[src/rtl/serial_subtractor.sv]
// serial_subtractor: bit-serial a - b, one result bit per clock, LSB first.
// Define SERIAL_SUB_BORROW_IN_EN to add a borrow_in port that seeds the initial borrow.
module serial_subtractor #(
    parameter int WIDTH = 8
) (
    input  logic             clk,
    input  logic             rst_n,
    input  logic             start,
    input  logic [WIDTH-1:0] a,
    input  logic [WIDTH-1:0] b,
`ifdef SERIAL_SUB_BORROW_IN_EN
    input  logic             borrow_in,
`endif
    output logic             busy,
    output logic             done,
    output logic [WIDTH-1:0] difference,
    output logic             borrow
);

    // state | meaning
    // IDLE  | waiting for start; last result held on outputs
    // SHIFT | one full-subtract step per cycle, WIDTH cycles
    // DONE  | result valid, done pulses; start here chains a new op

    typedef enum logic [1:0] {
        IDLE  = 2'd0,
        SHIFT = 2'd1,
        DONE  = 2'd2
    } state_t;

    // Counter sized to hold WIDTH so the final increment never wraps.
    localparam int              CW   = $clog2(WIDTH + 1);
    localparam logic [CW-1:0]   LAST = CW'(WIDTH - 1);

    state_t           state;
    state_t           state_next;

    logic [WIDTH-1:0] a_reg;
    logic [WIDTH-1:0] b_reg;
    logic [WIDTH-1:0] diff_reg;
    logic             borrow_reg;
    logic [CW-1:0]    count;

    logic             accept;
    logic             last_step;
    logic             borrow_init;
    logic             step_bit;
    logic             step_borrow;

`ifdef SERIAL_SUB_BORROW_IN_EN
    assign borrow_init = borrow_in;
`else
    assign borrow_init = 1'b0;
`endif

    assign accept    = start && (state != SHIFT);
    assign last_step = (state == SHIFT) && (count == LAST);

    assign step_bit    = a_reg[0] ^ b_reg[0] ^ borrow_reg;
    assign step_borrow = (~a_reg[0] & b_reg[0]) | (~(a_reg[0] ^ b_reg[0]) & borrow_reg);

    always_ff @(posedge clk or negedge rst_n) begin
        if (!rst_n) begin
            state <= IDLE;
        end else begin
            state <= state_next;
        end
    end

    always_comb begin
        state_next = state;
        case (state)
            IDLE:    if (start) state_next = SHIFT;
            SHIFT:   if (last_step) state_next = DONE;
            DONE:    state_next = start ? SHIFT : IDLE;
            default: state_next = IDLE;
        endcase
    end

    always_comb begin
        busy = 1'b0;
        done = 1'b0;
        case (state)
            SHIFT:   busy = 1'b1;
            DONE:    done = 1'b1;
            default: ;
        endcase
    end

    // Datapath holds its contents outside SHIFT so the result survives DONE and IDLE.
    always_ff @(posedge clk or negedge rst_n) begin
        if (!rst_n) begin
            a_reg      <= '0;
            b_reg      <= '0;
            diff_reg   <= '0;
            borrow_reg <= 1'b0;
            count      <= '0;
        end else if (accept) begin
            a_reg      <= a;
            b_reg      <= b;
            diff_reg   <= '0;
            borrow_reg <= borrow_init;
            count      <= '0;
        end else if (state == SHIFT) begin
            a_reg      <= a_reg >> 1;
            b_reg      <= b_reg >> 1;
            diff_reg   <= {step_bit, diff_reg[WIDTH-1:1]};
            borrow_reg <= step_borrow;
            count      <= count + CW'(1);
        end
    end

    assign difference = diff_reg;
    assign borrow     = borrow_reg;

endmodule
[config.mk]
export PLATFORM = sky130hd
export DESIGN_NAME = serial_subtractor
export DESIGN_NICKNAME = d
export VERILOG_FILES = /design/src/rtl/serial_subtractor.sv
export SDC_FILE = /design/constraint.sdc
export NUM_CORES = 1
export LEC_CHECK = 0
export ABC_AREA = 1
export BUFFER_PORTS_ARGS = -buffer_cell sky130_fd_sc_hd__buf_2
export CORE_UTILIZATION = 46
export DETAILED_ROUTE_END_ITERATION = 8
export GPL_ROUTABILITY_DRIVEN = 0
export GPL_TIMING_DRIVEN = 0
export MAX_ROUTING_LAYER = met4
export PLACE_DENSITY = 0.69
export SLEW_MARGIN = 30
export SYNTH_ARGS = -nofsm -noshare
export SYNTH_HDL_FRONTEND = slang
export SYNTH_SLANG_ARGS = --single-unit
[constraint.sdc]
create_clock -name clk -period 1.4 [get_ports clk]
set_input_delay 0.28 -clock clk [delete_from_list [all_inputs] [get_ports clk]]
set_output_delay 0.28 -clock clk [all_outputs]
set_load 0.01 [all_outputs]
---- After elaboration in Yosys (flattened, before gate mapping) ----
Cells that the tools add are included.
word-level totals
  flip-flop bits (word level) ............. 31
  logic and storage cells ................. 41
operators by class
  reductions and logical operators ........ 5
  bitwise operators ....................... 7
  $add $sub $neg .......................... 1
  equality and inequality tests ........... 6
  muxes and demuxes ....................... 16
operators by type and width
  kind                 number
  $mux 8               6
  $mux 4               2
  $pmux 2 s3           1
  $mux 1               5
  $add 4x1->4 const B  1
  $eq 4x3->1 const B   1
  $mux 2               2
  $ne 2x2->1 const B   2
  $and 1x1->1          2
  $eq 2x1->1 const B   1
  $eq 2x2->1 const B   1
  $logic_and 1x1->1    2
  $logic_not 2->1      1
  $ne 2x1->1 const B   1
  $not 1->1            2
  $reduce_and 2->1     1
  $reduce_bool 2->1    1
  $xor 1x1->1          2
  $or 1x1->1           1

---- Longest topological paths before layout ----
Gate-level depths: netlist of the first run.
  depth in word-level cells ............... 6
  mapped depth ............................ 7
  gate-level depth less buffers ........... 6

---- Least setup slack after synthesis of the first run ----
Ideal clock, no wire load.
  path type ............................... reg-to-reg
  start ................................... register borrow_reg (netlist: borrow)
  end ..................................... register diff_reg[7] (netlist: difference[7])
  stages on the path, launching flop included .. 3
  period minus slack after synthesis ...... 1.152 ns
  path slack .............................. 0.248 ns
  arrival time ............................ 1.027 ns
  data required time ...................... 1.275 ns
  path through ............................ dfrtp_1 > fa_1 > o22ai_1
on the way
  word-level cells in the longest chain between the ends .. 3
ends and longest elaborated chain
  item                      RTL line  text
  start: declaration        41        logic borrow_reg;
  start signal: assignment  102       borrow_reg <= borrow_init;
  start signal: assignment  108       borrow_reg <= step_borrow;
  $xor 1x1->1               59        assign step_bit = a_reg[0] ^ b_reg[0] ^ borrow_reg;
  $mux 8                    104       end else if (state == SHIFT) begin
  $mux 8                    98        end else if (accept) begin
  end signal: assignment    107       diff_reg <= {step_bit, diff_reg[WIDTH-1:1]};
  end: declaration          40        logic [WIDTH-1:0] diff_reg;
No other way between the ends. The select of a mux whose other input is x is not followed.
A chain may end at the register's enable or synchronous reset.

---- Final worst setup path of the first run ----
  start ................................... register state[1]
  end ..................................... output done
on the way
  word-level cells in the longest chain between the ends .. 2
ends and longest elaborated chain
  item                      RTL line  text
  start: declaration        35        state_t state;
  start signal: assignment  66        state <= state_next;
  $eq 2x2->1                83        case (state)
  $mux 1                    83
  end: declaration          15        output logic done,
No other way between the ends.

==> results.md, run 1 <==
- The flow ran to the end, but the final reports show violations.
- The checks that failed: design-rule violations.
- The number of standard cells in the layout, taps in and fillers out is 226.
- STA puts the critical path data required time at 1.12 ns.
- The analysis attributes to net switching a power of 0.00134 W.
- When the netlist entered floorplanning its net count stood at 174.
- Power spread over the standard cell area amounts to approximately 2100 nW/um^2.
- The worst hold path terminates at b_reg[7].
- Before CTS, the worst setup slack after placement is 0.154 ns.
- After the first detailed-routing iteration, the DRC count stood at 39.
- Combinational cells account for 41.2% of the total power.
- The critical path endpoint category is a primary output.
- The max-capacitance violation count is 0.
- The remaining global-route overflow is 0.
- The number of filler instances in the final layout is 266.
- The placed wire-length estimate is around 1900 microns.
- The worst setup path is launched from a flip-flop.
- At the later pin of the worst-skew pair, clock insertion delay measures roughly 0.33 ns.
- In this run, synthesis produced a sequential element count of 31.
- The worst hold margin is approximately 0.14 ns.
- After synthesis, the cell types taking the most area are sky130_fd_sc_hd__dfrtp_1 56%, sky130_fd_sc_hd__nand2_1 13%, sky130_fd_sc_hd__nand3_1 11%.
- After detailed routing, the number of vias per cell comes to slightly above 5.
- The CTS clock-pin slew for the worst setup and hold paths is 0.09 ns.
- The clock network fraction of design power is 16.7%.
- Of the post-synthesis cell area, the dominant cell type holds roughly 56%.
- The cell sitting at the root of the clock tree is a sky130_fd_sc_hd__clkbuf_4.
- The slack of the worst reg-to-reg path is approximately 0.13 ns.
- The largest area contributor in the synthesized netlist is sky130_fd_sc_hd__dfrtp_1.
- The path type of the worst setup path is reg -> out.
- The total wire length after detailed routing is between 2000 and 3000 microns.
- The die is 56.7 microns wide.
- The average instance in the mapped netlist occupies between 8 and 9 sq um.
- The clock passes through at most 2 buffers.
- The starting density of the core is between 40% and 50%.
- The number of levels in the clock H-tree is 2.
- Of the total power, the share spent switching nets is 38.1%.
- The length of the first detailed-routing pass in iterations is 6.
- The worst register-to-register path begins at state[1].
- Counting cells, the worst reg-to-reg path comes to 8.
- The post-synthesis instance total is 153.
- The maximum ir drop on the vdd rail is 1.01 mV.
- In this run the standard cell core region covers 2810 sq um.
- Measured on the finished design, the core utilization comes to roughly three fifths.
- For this run, asynchronously set or reset flops after synthesis account for 100%.
- The commonest cells after synthesis are 48 x sky130_fd_sc_hd__nand2_1, 31 x sky130_fd_sc_hd__dfrtp_1, 29 x sky130_fd_sc_hd__nand3_1.
- The fraction of layout instances using a drive strength above 1 is around 27%.
- The number of pins exceeding their max-slew limit in the final report was 0.
- The final routed wire length divided by cell count is 12.5 microns.
- The clock net in this run drives a total of 31 sinks.
- The start point of the worst min-delay path is b[7].
- The number of core rows is 19.
- The warning count from the yosys run is 0.
- In the routed design, unresolved DRC markers number 8.
- The highest fanout seen on the critical path is 2.
- Dividing the final minimum period by the clock period gives between 90% and 100%.
- At the worst endpoint, the arrival time is 1.09 ns.
- The flip-flop cell with the highest count after synthesis is sky130_fd_sc_hd__dfrtp_1.
- The number of nets in the final layout is 215.
- Yosys mapped a number of flops with a built-in enable equal to 0.
- The hold violation total from the final report came to 0.
- The clock skew after layout is between 0.004 and 0.005 ns.
- Setup violations remaining at the end of the flow were counted as 0.
- The first global-routing pass estimated approximately 4900 microns of wire.
- The number of global-route vias before repair is 1159.
- The die outline area is approximately 3200 sq um.
- The internal power consumption is 0.00218 W.
- During I/O placement, the number of pins put on the boundary was 30.
- The hold-critical path depth is 3.
- The number of cells in the design after placement is 213.
- Summing every instance area after synthesis gives 1380 sq um.
- The peak clock frequency supported by timing is ~0.73 GHz.
- The total vias in the final route is 1143.
- In this run the tool buffered the top-level ports with 29 buffer cells.
- From synthesis to final layout, the design area changed by 22.2%.
- The analysis attributes to cell leakage a power of 0.897 nW.
- The terminus of the critical flop-to-flop path is b_reg[6].
- The distinct cell type count of the synthesized netlist is 23.
- After synthesis, flip-flops and latches occupy 56.4% of the total area.
- The antenna diode count is 0.
- TritonCTS created 5 clock buffers.
- Setup repair after global routing could not meet its margin everywhere.
- TritonCTS built the clock tree.
- Among all cell types in the netlist, the one instantiated most often is sky130_fd_sc_hd__nand2_1.
- The headroom to the max-slew limit is 54.3%.
- The smallest clock period supported by the final layout is computed as about 1.4 ns.
- In this run the worst hold path is classified as in -> reg.
- The all-layer global routing usage is between 20% and 30%.
- The least setup slack across all paths after layout is approximately 0.026 ns.
- From bottom edge to top edge, the die measures 56.7 microns.
- The proportion of power drawn by flip-flops and latches is 42.2%.
- The number of antenna violations at the first check in global routing is 0.
- Once detail routing completed, the nets flagged for antenna violations numbered 0.
- Entering global routing, the biggest net connects 32 pins.
- At the pin with the least slew margin, the transition time is 0.685 ns.
[through the flow]
| stage | area [sq um] | TNS, ns | total power, W |
|---|---|---|---|
| finish | 1680 | 0 | 0.00352 |
| CTS | 1670 | 0 | 0.00356 |
| floorplan | 1380 | 0 | 0.00245 |
| global placement | 1560 | 0 | 0.00282 |
| detailed placement | 1560 | 0 | 0.00287 |
| global route | 1680 | -0.0509 | 0.00382 |
[timing repair]
item                                    CTS  global route
pin swaps                                 1             1
setup buffers                             4             1
hold buffers                              1             0
gates resized for setup                   3             3
hold endpoints to repair                 15             0
endpoints found under the setup margin    1             2
[cells by family after synthesis]
group | share of synthesized area (%)
adder cells (fa/ha/maj) | 2.37
AO/OA/AOI/OAI | 5.55
AND/OR/NAND/NOR | 27.9
flip-flops | 56.4
buffers and inverters | 7.73
[critical path, stage by stage, from the launching register on]
cell,delay (ns)
sky130_fd_sc_hd__dfrtp_1,0.42
sky130_fd_sc_hd__buf_6,0.13
sky130_fd_sc_hd__inv_4,0.05
sky130_fd_sc_hd__nor2_2,0.03
sky130_fd_sc_hd__buf_2,0.13
[placed cells by master (no fill, tap or decap)]
cell type,Yosys,routed
sky130_fd_sc_hd__a21oi_1,1,1
sky130_fd_sc_hd__buf_2,2,31
sky130_fd_sc_hd__buf_4,1,3
sky130_fd_sc_hd__buf_6,2,4
sky130_fd_sc_hd__clkbuf_1,1,2
sky130_fd_sc_hd__clkbuf_4,0,5
sky130_fd_sc_hd__clkbuf_8,0,2
sky130_fd_sc_hd__dfrtp_1,31,31
sky130_fd_sc_hd__dlygate4sd3_1,0,1
sky130_fd_sc_hd__fa_1,1,1
sky130_fd_sc_hd__ha_1,1,1
sky130_fd_sc_hd__inv_1,14,13
sky130_fd_sc_hd__inv_2,1,1
sky130_fd_sc_hd__inv_4,1,2
sky130_fd_sc_hd__nand2_1,48,48
sky130_fd_sc_hd__nand2_4,2,2
sky130_fd_sc_hd__nand3_1,29,29
sky130_fd_sc_hd__nand4_1,1,1
sky130_fd_sc_hd__nor2_1,2,1
sky130_fd_sc_hd__nor2_2,1,2
sky130_fd_sc_hd__nor2_4,1,1
sky130_fd_sc_hd__nor3_1,1,1
sky130_fd_sc_hd__o211ai_1,1,1
sky130_fd_sc_hd__o21ai_0,3,3
sky130_fd_sc_hd__o21ai_1,1,1
sky130_fd_sc_hd__o22ai_1,7,7
[worst max-delay path by stage]
stage	startpoint	endpoint	slack, ns
after global routing	state[1]	done	-0.05
after global placement	state[0]	busy	0.17
after floorplan	borrow	difference[7]	0.25
final	state[1]	done	0.03
after CTS	state[0]	done	0.006
after detailed placement	start	b_reg[6]	0.15
[routing by layer]
| layer | global-route usage [%] | up-vias | routed length, microns |
|---|---|---|---|
| met1 | 24.0 | 523 | 1230 |
| met5 | - | - | 0 |
| met3 | 7.60 | 5 | 169 |
| met4 | 7.50 | 0 | 46 |
| li1 | - | 579 | - |
| met2 | 35.5 | 36 | 1380 |
[cell type report]
| class | count | area [sq um] | share of cell area [%] |
|---|---|---|---|
| inverters | 16 | 65.1 | 3.87 |
| flip-flops and latches | 31 | 776 | 46.2 |
| repair buffers | 35 | 200 | 11.9 |
| well taps | 31 | 38.8 | 2.31 |
| clock buffers | 8 | 68.8 | 4.10 |
| plain buffers | 5 | 36.3 | 2.16 |
| multi-input cells | 100 | 495 | 29.5 |
[power by group through the flow]
stage | clock (W) | sequential (W) | combinational (W)
after CTS | 0.000600 | 0.00149 | 0.00147
after global placement | 0 | 0.00149 | 0.00133
final | 0.000587 | 0.00149 | 0.00145
after global routing | 0.000642 | 0.00153 | 0.00165
after detailed placement | 0 | 0.00151 | 0.00136
after floorplan | 0 | 0.00153 | 0.000923
(Power assumes the default switching activity.)
==> run 2, diff against run 1 <==
--- a/config.mk
+++ b/config.mk
@@ -6,13 +6,12 @@
 export NUM_CORES = 1
 export LEC_CHECK = 0
 export ABC_AREA = 1
-export BUFFER_PORTS_ARGS = -buffer_cell sky130_fd_sc_hd__buf_2
 export CORE_UTILIZATION = 46
 export DETAILED_ROUTE_END_ITERATION = 8
+export DONT_BUFFER_PORTS = 1
 export GPL_ROUTABILITY_DRIVEN = 0
 export GPL_TIMING_DRIVEN = 0
 export MAX_ROUTING_LAYER = met4
-export PLACE_DENSITY = 0.69
 export SLEW_MARGIN = 30
 export SYNTH_ARGS = -nofsm -noshare
 export SYNTH_HDL_FRONTEND = slang
==> results.md, run 2 (synthesis gave the netlist of run 1 again) <==
- Setup repair after global routing could not meet its margin everywhere.
- The library cell contributing the largest single delay on the critical path is sky130_fd_sc_hd__dfrtp_1.
- The number of buffers and inverters on the critical path is 1.
- The final routed wire length divided by cell count is 14.2 microns.
- The overall die width is 56.7 microns.
- The busiest layer in global routing is met2.
- The worst-case IR drop observed on VDD is between 0.8 and 0.9 mV.
- Counting the buffers created by CTS gives 5.
- Data arrives at the worst endpoint at 1.07 ns.
- The number of antenna violations at the first check in global routing was 0.
- Detailed placement finished with a half-perimeter wire length of 1870 microns.
- The clock tree from TritonCTS is done.
- The starting density of the core is between 40% and 50%.
- The headroom to the max-slew limit is 69.9%.
- The path type of the worst setup path is reg -> out.
- The clock drives 31 sinks.
- The CTS clock-pin slew for the worst setup and hold paths is 0.10 ns.
- The number of antenna-violating nets in the routed design is 0.
- The clock network is responsible for 17.4% of the overall power.
- The met3 track utilization from global routing is 6.91%.
- The checks that failed: design-rule violations.
- The clock passes through at most 2 buffers.
- The tree is rooted in a sky130_fd_sc_hd__clkbuf_4.
- The hold violation total from the final report came to 0.
- The number of pins exceeding their max-slew limit in the final report is 0.
- The area added between synthesis and finish is 12.3%.
- Clock skew on the completed layout was measured at 0.00777 ns.
- The share of the cycle needed by the critical path after routing is 96.6%.
- Clock latency on the worst-skew pair, taken at its later pin, is 0.33 ns.
- The pin count of the biggest net entering global routing is 32.
- The proportion of power drawn by combinational gates is 36.9%.
- For this run, the slowest stage of the critical path takes ~0.4 ns.
- The first global-routing pass estimated around 4600 microns of wire.
- STA classifies the critical path startpoint as a flip-flop.
- The placeable core region is 2810 sq um.
- The clock period could shrink to 1.35 ns.
- The max-capacitance violation count is 0.
- The number of nets in the final layout is 187.
- The setup TNS after final layout is 0 ns.
- In the layout the commonest cells are 48 x sky130_fd_sc_hd__nand2_1, 31 x sky130_fd_sc_hd__dfrtp_1, 29 x sky130_fd_sc_hd__nand3_1.
- During I/O placement, the number of pins put on the boundary was 30.
- The number of levels in the clock H-tree is 2.
- The all-layer global routing usage is 20.4%.
- The analysis attributes to cell leakage a power of 0.780 nW.
- The run finished, with violations left.
- The number of cells in the design after placement is 184.
- The number of global-route vias before repair was 999.
- The number of standard cells in the layout, taps in and fillers out is 198.
- The peak clock frequency supported by timing is 0.739 GHz.
- Summing over every cut layer, the via total after detailed routing is 1089.
- The commonest non-fill, non-tap cell in the layout is sky130_fd_sc_hd__nand2_1.
- The kind of cell adding the most delay to the critical path is flip-flops.
- After detailed routing, the total wire length is approximately 2800 microns.
- The signal on the critical path passes through buf_4 -> nor2_1.
- The critical path endpoint category is a primary output.
- Internal power comes to 0.00208 W.
- The final setup violation count is 0.
- The measured slew at the worst slew-check pin is 0.452 ns.
- In this run the vertical extent of the chip is around 57 microns.
- Before antenna repair, the detailed router went through 6 iterations.
- The kind of path behind the tightest hold check is in -> reg.
- STA puts the critical path data required time at 1.12 ns.
- The number of core rows is 19.
- The fraction of layout instances using a drive strength above 1 is 14.4%.
- In this run the power density over the cells is approximately 2200 nW/um^2.
- For this run, global-route usage on met2 was measured as 30.6%.
- The least setup slack across all paths after layout is approximately 0.047 ns.
- Along the worst path, the maximum fanout reaches 2.
- After global routing the overflow that remains totals 0.
- Fill cells in the final layout number 259.
- The number of vias per cell is 5.50.
- For this run, global-route usage on met1 was measured as 25.7%.
- The worst flop-to-flop path startpoint is state[0].
- The proportion of power drawn by flip-flops and latches is 45.6%.
- The die outline area is 3210 sq um.
- The number of antenna diodes in the final layout is 0.
- The startpoint identified for the worst hold timing path is a[7].
- The switching share of total power is 39.1%.
- The total net switching power is 0.00134 W.
- In this run the worst setup path begins at state[0].
- At the end of the flow the core is filled with cells to between 50 and 60%.
- For this run, design rule violations remaining after detail routing come to 8.
- The violation count after the first detailed-route iteration is 51.
- Timing analysis after detailed placement gives a worst setup slack of 0.194 ns.
- Buffers placed on the I/O ports in this run total 0.
## run 2: worst register-to-register path, stage by stage, from the launching register on
cell                      delay, ns
sky130_fd_sc_hd__dfrtp_1       0.40
sky130_fd_sc_hd__buf_4         0.15
sky130_fd_sc_hd__nand2_4       0.13
sky130_fd_sc_hd__nand2_4       0.11
sky130_fd_sc_hd__inv_4         0.10
sky130_fd_sc_hd__buf_6         0.14
sky130_fd_sc_hd__nand2_1       0.06
sky130_fd_sc_hd__nand3_1       0.06
## run 2: metrics by stage
| step | instance area [sq um] | power (W) | hold slack, ns |
|---|---|---|---|
| after floorplan | 1380 | 0.00245 | -0.0156 |
| after global placement | 1410 | 0.00268 | -0.0147 |
| after detailed placement | 1410 | 0.00274 | -0.0147 |
| after CTS | 1530 | 0.00341 | 0.0538 |
| after global routing | 1540 | 0.00368 | 0.0629 |
| final | 1540 | 0.00342 | 0.0643 |
## run 2: timing repair
item	in CTS	in global routing
hold endpoints to repair	31	0
setup buffers	1	2
resized for setup	1	1
endpoints found under the setup margin	1	1
pin swaps	0	1
gates cloned	1	0
hold buffers	2	0
## run 2: worst paths after layout
| kind | end | slack, ns | cells after the start |
|---|---|---|---|
| max | done | 0.05 | 2 |
| min | a_reg[7] | 0.06 | 2 |
| max reg2reg | b_reg[4] | 0.18 | 7 |
| min reg2reg | state[1] | 0.46 | 1 |
| max in group asynchronous | a_reg[2] | 0.85 | 2 |
| min in group asynchronous | count[3] | 0.38 | 2 |
## run 2: layout make-up
| cell class | count | area (sq um) | share of cell area (%) |
|---|---|---|---|
| well taps | 31 | 38.8 | 2.51 |
| flip-flops and latches | 31 | 776 | 50.2 |
| clock buffers | 8 | 68.8 | 4.46 |
| inverters | 16 | 62.6 | 4.05 |
| multi-input cells | 100 | 493 | 31.9 |
| repair buffers | 6 | 57.6 | 3.73 |
| plain buffers | 6 | 47.5 | 3.08 |
## run 2: power groups by stage
stage / Combinational (W) / Sequential (W) / Clock (W)
2_1_floorplan: 0.000923 / 0.00153 / 0
3_3_place_gp: 0.00111 / 0.00157 / 0
3_5_place_dp: 0.00115 / 0.00159 / 0
4_1_cts: 0.00124 / 0.00156 / 0.000608
5_1_grt: 0.00142 / 0.00161 / 0.000644
6_report: 0.00126 / 0.00156 / 0.000597
## run 2: routing by layer
layer	share of wire, %	vias up
met5	0	-
met4	1.6	0
met3	6.8	6
met2	47	39
met1	44	522
li1	-	522
==> run 3, diff against run 2 <==
--- a/config.mk
+++ b/config.mk
@@ -5,7 +5,7 @@
 export SDC_FILE = /design/constraint.sdc
 export NUM_CORES = 1
 export LEC_CHECK = 0
-export ABC_AREA = 1
+export ABC_AREA = 0
 export CORE_UTILIZATION = 46
 export DETAILED_ROUTE_END_ITERATION = 8
 export DONT_BUFFER_PORTS = 1
==> results.md, run 3 <==
- In the routed design, unresolved DRC markers number 0.
- The flop and latch count out of synthesis is 31.
- The remaining global-route overflow is 0.
- For this run, asynchronously set or reset flops after synthesis account for 100%.
- After synthesis, the mean cell area works out to ~11 sq um.
- The fraction of layout instances using a drive strength above 1 is between 20% and 30%.
- The peak clock frequency supported by timing is 0.755 GHz.
- The overall die width is 59.0 microns.
- The clock arrives with roughly 0.0053 ns of skew.
- The flip-flop cell with the highest count after synthesis is sky130_fd_sc_hd__dfrtp_1.
- Setup repair after global routing left no endpoint under its margin.
- The share of the Yosys chip area taken by registers is 51.8%.
- The proportion of power drawn by flip-flops and latches is 44.2%.
- The number of clock sinks is 31.
- The number of top-level design ports is 30.
- The number of core rows is 20.
- Of all cell types, the one taking the most synthesized area is sky130_fd_sc_hd__dfrtp_1.
- The die outline area is 3490 sq um.
- The H-tree generated during clock tree synthesis spans 2 levels.
- The area added between synthesis and finish is 13.2%.
- The flow ran to the end, and the final reports show no timing, DRC or antenna violations.
- The internal power consumption is 0.00222 W.
- The final standard cell utilization of the core is 55.0%.
- The hold violation total from the final report is 0.
- The detail route stage leaves a number of antenna-violating nets equal to 0.
- For the worst setup path, the data required time is roughly 1.1 ns.
- The commonest cells after synthesis are 33 x sky130_fd_sc_hd__nand2_1, 31 x sky130_fd_sc_hd__dfrtp_1, 19 x sky130_fd_sc_hd__o21ai_2.
- Summed over its instances, the top area cell type makes up 51.8% of the synthesized netlist area.
- Global routing used a little under a fifth of the available tracks across all layers.
- The setup TNS after final layout is 0 ns.
- The maximum buffer depth of the clock tree is 2.
- The clock network fraction of design power is 14.7%.
- The slack of the worst reg-to-reg path is 0.15 ns.
- The total wire length after detailed routing is 2670 microns.
- Yosys mapped the design onto 23 distinct sky130hd cell types.
- Setup violations remaining at the end of the flow were counted as 0.
- The path type of the worst setup path is reg -> out.
- Headroom to the max-slew limit came out at a little under nine tenths.
- After detailed routing, the average wire length per cell comes to 14.0 microns.
- Detailed placement finished with a half-perimeter wire length of 1790 microns.
- The CTS root buffer is sky130_fd_sc_hd__clkbuf_4.
- The detailed router placed between 900 and 1000 vias in this run.
- Clock-pin slew was measured on the worst setup and hold paths at 0.09 ns.
- The total clock buffers created by CTS is 5.
- In this run, the number of DRC markers left after iteration 0 of detailed routing was 36.
- The number of vias per cell is 5.17.
- The total area of multi-input combinational cells is 609 sq um.
- By instance count, the leading cell after synthesis is sky130_fd_sc_hd__nand2_1.
- The arrival time at the worst endpoint is between 1 and 1.5 ns.
- The floorplan step set the die height to a little under 60 microns.
- The library cell used most frequently in the layout, excluding fill and tap cells, is sky130_fd_sc_hd__nand2_1.
- The combined flip-flop and latch cell area is 777 sq um.
- The count of buffers added on input and output ports is 0.
- The warning count from the yosys run is 0.
- The static leakage power is 0.793 nW.
- The analysis attributes to net switching a power of 0.00135 W.
- VDD sags by at most between 0.8 and 0.9 mV.
- Across the run, the number of max-cap violations was 0.
- The post-layout minimum cycle time is 1.32 ns.
- Of the total power, the share spent switching nets is 37.9%.
- Entering global routing, the biggest net connects 32 pins.
- The number of pins exceeding their max-slew limit in the final report is 0.
- The post-synthesis instance total is ~140.
- The post-synth design cell area is roughly 1500 sq um.
- The worst path uses between 90% and 100% of the clock period.
- At the end of the flow, the number of nets in the layout was 168.
- Combinational cells account for 41.2% of the total power.
- The clock tree from TritonCTS is done.
- The number of filler instances in the final layout is 280.
- The first global-routing pass estimated 4550 microns of wire.
- The first detailed-routing pass took 4 iterations.
- The library cells used most frequently in the layout, excluding fill and tap cells, are 33 x sky130_fd_sc_hd__nand2_1, 30 x sky130_fd_sc_hd__dfrtp_1, 19 x sky130_fd_sc_hd__o21ai_2.
- The antenna diode count is 0.
- The number of global-route vias before repair came to 1016.
- Ranked by total cell area, the synthesized netlist is headed by sky130_fd_sc_hd__dfrtp_1 52%, sky130_fd_sc_hd__o21ai_2 11%, sky130_fd_sc_hd__mux2i_1 11%.
- The placeable core region is 3080 sq um.
- The element type at the critical path start is a flip-flop.
- The measured slew at the worst slew-check pin is 0.221 ns.
- The initial utilization of the core area, before any placement, comes to about 50%.
- Yosys mapped a number of flops with a built-in enable equal to 0.
- The number of antenna violations at the first check in global routing came to 0.
- When the netlist entered floorplanning its net count stood at 156.
- The later-pin clock latency in the skew report is 0.32 ns.
- Power spread over the standard cell area amounts to 2110 nW/um^2.
- The highest fanout seen on the critical path is 5.
- STA classifies the critical path endpoint as a primary output.
- The worst hold path belongs to the class in -> reg.
[run 3: cell count changes after synthesis, moves of 2 or more]
cell / change
sky130_fd_sc_hd__inv_1: -13
sky130_fd_sc_hd__nand2_4: -2
sky130_fd_sc_hd__o21ai_1: +5
sky130_fd_sc_hd__buf_6: +4
sky130_fd_sc_hd__nand2_1: -15
sky130_fd_sc_hd__o21ai_2: +19
sky130_fd_sc_hd__nand3_1: -25
sky130_fd_sc_hd__o22ai_1: -7
sky130_fd_sc_hd__mux2i_1: +16
[run 3: path summary, 6_finish.rpt]
kind,startpoint,endpoint,cells past startpoint
max,state[0],busy,3
min,b[7],b_reg[7],2
max reg2reg,state[0],a_reg[0],6
min reg2reg,b_reg[4],b_reg[3],2
max in group asynchronous,rst_n,state[0],2
min in group asynchronous,rst_n,difference[4],2
[run 3: cells by family after synthesis]
family,synth area share (%)
AOI/OAI and AO/OA,15.0
xor gates and xnor gates,0.585
adders and majority gates,2.17
buffers and inverters,7.94
DFF,51.8
muxes,10.7
and+or+nand+nor,11.8
[run 3: through the flow]
| stage | area, sq um | hold WS (ns) | power [W] | std cells | setup WS, ns |
|---|---|---|---|---|---|
| floorplan | 1500 | -0.0156 | 0.00265 | 135 | 0.256 |
| global placement | 1550 | -0.0148 | 0.00285 | 179 | 0.221 |
| detailed placement | 1550 | -0.0149 | 0.00290 | 179 | 0.222 |
| CTS | 1710 | 0.102 | 0.00366 | 192 | -0.0168 |
| global route | 1690 | 0.121 | 0.00387 | 191 | 0.00453 |
| finish | 1690 | 0.114 | 0.00357 | 191 | 0.0760 |
[run 3: worst max-delay path, cell delays in order (launching register included)]
cell	delay, ns
sky130_fd_sc_hd__dfrtp_2	0.45
sky130_fd_sc_hd__nand2b_4	0.12
sky130_fd_sc_hd__inv_8	0.03
sky130_fd_sc_hd__buf_8	0.12
[run 3: routing by layer]
| metal | wire length (microns) | track usage [%] | share of wire, % | up-vias |
|---|---|---|---|---|
| li1 | - | - | - | 482 |
| met4 | 36 | 7.14 | 1.3 | 0 |
| met1 | 1220 | 22.3 | 46 | 474 |
| met2 | 1270 | 30.2 | 47 | 25 |
| met3 | 144 | 6.99 | 5.4 | 6 |
| met5 | 0 | - | 0 | - |
[run 3: layout make-up]
type	instances	share of cell area [%]
plain buffers	8	5.47
clock buffers	6	3.03
clock inverters	1	0.295
inverters	3	1.11
multi-input cells	92	36.0
flip-flops and latches	31	45.9
well taps	44	3.25
repair buffers	6	5.02
[run 3: power by group through the flow]
stage	combinational, W	sequential, W	clock [W]
after CTS	0.00153	0.00158	0.000546
after floorplan	0.00113	0.00152	0
after detailed placement	0.00131	0.00159	0
after global placement	0.00128	0.00157	0
final	0.00147	0.00158	0.000523
after global routing	0.00166	0.00163	0.000581
[run 3: repair_timing]
action / 4_1_cts / 5_1_grt
hold endpoints to repair: 31 / 0
setup buffers: 3 / 0
hold buffers: 2 / 0
cloned: 1 / 0
resized for setup: 3 / 0
setup endpoints to repair: 1 / 1
pin swaps: 0 / 0
